File: src/rtl/clock_time_ctrl.sv
// rtl/clock_time_ctrl.sv - run/set mode controller and one-second enable generator for the time counters
//
// Ports:
//   clock        system clock, all state on the rising edge
//   reset        synchronous active-high reset
//   io_run_en    global timekeeping enable, gates io_sec_en only
//   io_btn_mode  debounced mode button level
//   io_btn_inc   debounced increment button level
//   io_sec_en    one-cycle enable to the seconds counter (combinational from tick)
//   io_sec_clr   holds the seconds counter at zero while a field is being set
//   io_min_inc   registered one-cycle increment pulse to the minutes counter
//   io_hrs_inc   registered one-cycle increment pulse to the hours counter
//   io_mode      current state: 0 RUN, 1 SET_HRS, 2 SET_MIN
//   io_blink     blink phase for the field being set, 0 in RUN
module clock_time_ctrl #(
    parameter int unsigned TICK_DIV    = 50000000,
    parameter int unsigned REPEAT_DIV  = 12500000,
    parameter int unsigned SET_TIMEOUT = 10
) (
    input  logic       clock,
    input  logic       reset,
    input  logic       io_run_en,
    input  logic       io_btn_mode,
    input  logic       io_btn_inc,
    output logic       io_sec_en,
    output logic       io_sec_clr,
    output logic       io_min_inc,
    output logic       io_hrs_inc,
    output logic [1:0] io_mode,
    output logic       io_blink
);

    typedef enum logic [1:0] {
        ST_RUN     = 2'd0,
        ST_SET_HRS = 2'd1,
        ST_SET_MIN = 2'd2
    } state_t;

    localparam logic [31:0] TICK_LAST = 32'(TICK_DIV - 1);
    localparam logic [31:0] REP_LAST  = 32'(REPEAT_DIV - 1);
    localparam logic [31:0] IDLE_LAST = 32'(SET_TIMEOUT - 1);

    state_t      state;
    state_t      state_next;
    logic [31:0] prescaler;
    logic [31:0] rep_cnt;
    logic [31:0] idle_cnt;
    logic        rep_armed;
    logic        mode_prev;
    logic        inc_prev;
    logic        blink;
    logic        hrs_inc_q;
    logic        min_inc_q;

    logic        tick;
    logic        mode_edge;
    logic        inc_edge;
    logic        in_set;
    logic        timeout;
    logic        state_change;
    logic        rep_hit;
    logic        inc_pulse;

    assign tick      = (prescaler == TICK_LAST);
    assign mode_edge = io_btn_mode & ~mode_prev;
    assign inc_edge  = io_btn_inc & ~inc_prev;
    assign in_set    = (state != ST_RUN);
    // The tick that would bring the idle count up to SET_TIMEOUT ends the set session.
    assign timeout   = in_set & tick & (idle_cnt == IDLE_LAST);

    always_comb begin
        state_next = state;
        io_sec_en  = 1'b0;
        io_sec_clr = 1'b0;
        case (state)
            ST_RUN: begin
                io_sec_en = tick & io_run_en;
                if (mode_edge) begin
                    state_next = ST_SET_HRS;
                end
            end
            ST_SET_HRS: begin
                io_sec_clr = 1'b1;
                if (timeout) begin
                    state_next = ST_RUN;
                end else if (mode_edge) begin
                    state_next = ST_SET_MIN;
                end
            end
            ST_SET_MIN: begin
                io_sec_clr = 1'b1;
                if (timeout || mode_edge) begin
                    state_next = ST_RUN;
                end
            end
            default: begin
                state_next = ST_RUN;
            end
        endcase
    end

    assign state_change = (state_next != state);

    // Repeats only follow a press made in this set state; holding inc across a
    // mode change does not start pulsing in the new field.
    assign rep_hit   = rep_armed & io_btn_inc & (rep_cnt == REP_LAST);
    assign inc_pulse = in_set & ~state_change & (inc_edge | rep_hit);

    always_ff @(posedge clock) begin
        if (reset) begin
            state <= ST_RUN;
        end else begin
            state <= state_next;
        end
    end

    always_ff @(posedge clock) begin
        if (reset) begin
            prescaler <= '0;
            rep_cnt   <= '0;
            rep_armed <= 1'b0;
            idle_cnt  <= '0;
            blink     <= 1'b0;
            hrs_inc_q <= 1'b0;
            min_inc_q <= 1'b0;
            // Loading the live levels keeps a button held through reset from
            // looking like a fresh press.
            mode_prev <= io_btn_mode;
            inc_prev  <= io_btn_inc;
        end else begin
            mode_prev <= io_btn_mode;
            inc_prev  <= io_btn_inc;

            prescaler <= tick ? '0 : prescaler + 32'd1;

            if (!in_set || state_change || !io_btn_inc || inc_edge || rep_hit) begin
                rep_cnt <= '0;
            end else begin
                rep_cnt <= rep_cnt + 32'd1;
            end

            if (!in_set || state_change || !io_btn_inc) begin
                rep_armed <= 1'b0;
            end else if (inc_edge) begin
                rep_armed <= 1'b1;
            end

            if (!in_set || state_change || mode_edge || inc_edge) begin
                idle_cnt <= '0;
            end else if (tick) begin
                idle_cnt <= idle_cnt + 32'd1;
            end

            if (!in_set || state_change) begin
                blink <= 1'b0;
            end else if (tick) begin
                blink <= ~blink;
            end

            hrs_inc_q <= inc_pulse & (state == ST_SET_HRS);
            min_inc_q <= inc_pulse & (state == ST_SET_MIN);
        end
    end

    assign io_hrs_inc = hrs_inc_q;
    assign io_min_inc = min_inc_q;
    assign io_mode    = state;
    assign io_blink   = blink;

endmodule

File: config.mk
export PLATFORM = sky130hd
export DESIGN_NAME = clock_time_ctrl
export DESIGN_NICKNAME = d
export VERILOG_FILES = /design/src/rtl/clock_time_ctrl.sv
export SDC_FILE = /design/constraint.sdc
export NUM_CORES = 1
export LEC_CHECK = 0
export BUFFER_PORTS_ARGS = -buffer_cell sky130_fd_sc_hd__buf_4
export CAP_MARGIN = 20
export CORE_UTILIZATION = 46
export DETAILED_ROUTE_END_ITERATION = 6
export GPL_TIMING_DRIVEN = 0
export HOLD_SLACK_MARGIN = 0.03
export RECOVER_POWER = 100
export SKIP_LAST_GASP = 1
export SYNTH_ARGS = -nofsm -noshare
export SYNTH_HDL_FRONTEND = slang
export SYNTH_SLANG_ARGS = --single-unit
File: constraint.sdc
create_clock -name clock -period 4.9 [get_ports clock]
set_clock_uncertainty 0.05 [all_clocks]
set_input_delay 1.225 -clock clock [delete_from_list [all_inputs] [get_ports clock]]
set_output_delay 1.225 -clock clock [all_outputs]
set_load 0.01 [all_outputs]
==> summary.txt <==
Die
  – Effective utilization at floorplan: 47.03%
  – Boundary Pins: 12
  – Row count: 38
  – Height of the die: 107.3 um
  – Die Footprint: approximately 0.012 mm2
  – Placeable core region: ~0.011 mm2
  – Die width: 107.3 um

Logic synthesis
  – Post-Synthesis Net Count: just under 600
  – Unique masters post-synth: 41
  – Proportion of synthesized area in mux cells: 0%
  – Instance count of the mapped netlist: 567
  – Biggest area consumer among synthesized cells: sky130_fd_sc_hd__dfxtp_1
  – Commonest cells post-synth: 104 x sky130_fd_sc_hd__dfxtp_1, 87 x sky130_fd_sc_hd__nor2_1, 47 x sky130_fd_sc_hd__xor2_1, 44 x sky130_fd_sc_hd__xnor2_1
  – Dominant combinational cell family by area after synthesis: simple AND/OR/NAND/NOR gates
  – Most repeated cell in the gate-level netlist after synthesis: sky130_fd_sc_hd__dfxtp_1
  – Async SR Flop Fraction: 0%
  – Avg Synthesized Cell Area: 8.992 um2
  – Post-Synth Simple-Gate Area: 36.00%
  – Cell Area, Synth: 0.005099 mm2
  – Cell types with the largest area share after synthesis: sky130_fd_sc_hd__dfxtp_1 41%, sky130_fd_sc_hd__xor2_1 8.1%, sky130_fd_sc_hd__xnor2_1 7.6%, sky130_fd_sc_hd__nor2_1 6.4%, sky130_fd_sc_hd__nor2_4 6.2%
  – EDFF count, synth: 0
  – Post-synthesis adder-cell area fraction: 1.963%
  – Number of storage elements in the synthesis netlist: 104
  – Sequential share of the synthesized area: 40.83%
  – Compound-Gate Fraction of Synth Area: 1.620%
  – Number of warnings printed during yosys synthesis: 0
  – Top-area cell type share of the netlist area: 40.83%
  – XOR/XNOR Fraction of Synth Area: 15.63%
  – Top flip-flop cell by instance count after synthesis: sky130_fd_sc_hd__dfxtp_1

STA
  – Post-route setup TNS: 0 ns
  – Count of final max-slew check failures: 0
  – Count of endpoints failing setup in the final report: 0
  – Share of the clock period used by the worst path: about three quarters
  – Worst setup margin: around 1.3 ns
  – Highest Clock Rate: 276.2 MHz
  – Tightest hold margin: ~0.43 ns
  – Relative slew slack: 20.35%
  – RSZ-0062 raised after global routing: no
  – Measured slew at the worst slew-check pin: 1.195 ns
  – Final critical-path required period: 3.620 ns
  – Final Hold Viols: 0

Place
  – Post-placement setup slack: around 1.8 ns
  – Post-DP HPWL: 7160 um
  – Final weighted congestion in routability-driven placement: 0.8087
  – Port Buf Inserts: 11

Finish
  – Filler cell count: 1,069
  – Layout cell share with drive strength beyond 1: approximately a tenth
  – Post-route core utilization: 50.17%
  – Relative area change from synthesis to final layout: 6.675%
  – Number of antenna cells inserted: 0
  – # nets final: 602
  – Combined area of the multi-input logic cells: 0.002806 mm2
  – Register area: 0.002082 mm2

CTS
  – Insertion delay to the later sink of the worst-skew pair: about 0.37 ns
  – H-tree depth: 3
  – Clock-pin slew of the registers on the worst-case setup and hold paths: 0.10 ns
  – TritonCTS clock tree: built
  – Worst-case clock buffer depth: 2
  – CTS sink cnt: 104
  – Number of buffers created by CTS: 9
  – Library cell used as clock root buffer: sky130_fd_sc_hd__clkbuf_8
  – CTS hold repair buffers: 0
  – Post-CTS setup repair buffer count: 0
  – Count of instances resized after the clock tree is built: 0

Global route
  – Vias in the first global route: 3,681
  – Maximum number of pins on one net before global-route repair: 17
  – Gr ovfl total: 0
  – Global-route wire length before repair: 17,300 um
  – Initial antenna violation count: 0
  – Total global-route track usage: 18.99%

Drt
  – DRC violations left: 0
  – Routed via count: 3,906
  – First drt pass iteration count: 4
  – Iteration-0 DRC Markers: 155
  – Vias per Instance: 5.322
  – Final routed wirelength across all metal layers: 9946 um
  – Remaining number of nets flagged by the antenna check after routing: 0
  – Wirelength per Cell: 13.55 um

Worst setup path
  – Peak fanout along the critical path: 10
  – Crit path max-delay cell type: sky130_fd_sc_hd__clkbuf_1
  – CP cell instances: clkbuf_1, nor4bb_1, nand3_1, or4_1, nand4_1, or3_1, clkbuf_1, clkbuf_1, nor2_4
  – Number of cells on the worst reg-to-reg path: 10
  – Delay of the slowest critical-path stage: 0.91 ns
  – Crit. End Element: flop
  – Kind of critical path: input port to flop
  – Register-to-register setup slack: 1.65 ns
  – Startpoint kind of the worst setup timing path: input port
  – Cell occurring most often along the worst timing path: sky130_fd_sc_hd__clkbuf_1
  – Data required time of the worst path: slightly above 5 ns
  – Critical path arrival: roughly 3.8 ns

Job
  – Count of max-cap constraint violations: 0

Min path
  – Hold depth: 1
  – Path category of the worst min-delay check: flop to flop

Run status
  – Status: finished clean

Power and ir drop
  – Peak supply drop: 189.9 uV
  – Total power per unit cell area: about 260 mW/mm2
  – Leak: around 1.7 nW
path summary, 6_finish.rpt:
check	start	end
worst max-delay path	io_btn_inc	rep_cnt[19]
worst max register to register	io_mode[0]	rep_cnt[19]
worst min register to register	rep_cnt[0]	rep_cnt[0]
worst min-delay path	rep_cnt[0]	rep_cnt[0]
sequential cells by signal, indices dropped and copies added, names as in the netlist, 2 cells and up:
signal / flops
prescaler: 32
io_mode: 2
idle_cnt: 32
rep_cnt: 32
power breakdown:
| group | leakage [nW] | internal (W) | total, W | switching, W |
|---|---|---|---|---|
| combinational | 0.719 | 0.0000146 | 0.0000472 | 0.0000326 |
| sequential | 0.839 | 0.000849 | 0.000854 | 0.00000524 |
| clock | 0.0993 | 0.000250 | 0.000538 | 0.000289 |
| total | 1.66 | 0.00111 | 0.00144 | 0.000327 |
layout make-up:
cell class,count,area share (%)
plain buffers,17,1.265
repair buffers,11,0.8972
flip-flops and latches,104,38.28
inverters,16,1.104
multi-input cells,430,51.60
well taps,140,3.221
clock buffers,11,2.599
clock inverters,5,1.035
metrics by stage:
stage	total power [W]	area (um2)	instances
2_1_floorplan	0.0009095	5099	567
3_3_place_gp	0.0009270	5356	718
3_5_place_dp	0.0009279	5356	718
4_1_cts	0.001475	5554	734
5_1_grt	0.001509	5439	734
6_report	0.001440	5439	734
layout by cell type (no fill, tap or decap), drive strengths merged, types with 2 or more instances in the layout:
cell type,n
nand4,32
nand2,37
clkinv,3
and2,5
ha,8
nor4bb,2
and3,21
o21ai,5
nor2,117
inv,16
nor4b,6
buf,4
nor3,20
or2,3
xor2,47
clkbuf,35
nand3,37
a21oi,4
xnor2,44
nor4,23
and4,10
dfxtp,104
routing by layer:
metal	GRT usage, %	wire length, um	part of all wire, %	vias up
met2	29.82	4431	45	65
met1	25.23	4946	50	1853
met5	0	0	0	-
met4	5.773	99	1.0	0
li1	-	-	-	1982
met3	5.387	469	4.7	6
critical path, delay by kind of cell:
family	cells	cell delay [ns]
buf+inv	3	1.30
simple gates	6	1.26
cell families (layout without fill, tap and decap cells):
group	count (synthesis)	in the layout
flops	104	104
xor+xnor	91	91
buf+inv	33	60
compound gates	13	13
fa+ha+maj	8	8
simple gates	318	318
Note: power is estimated with default switching activity, not from simulation.
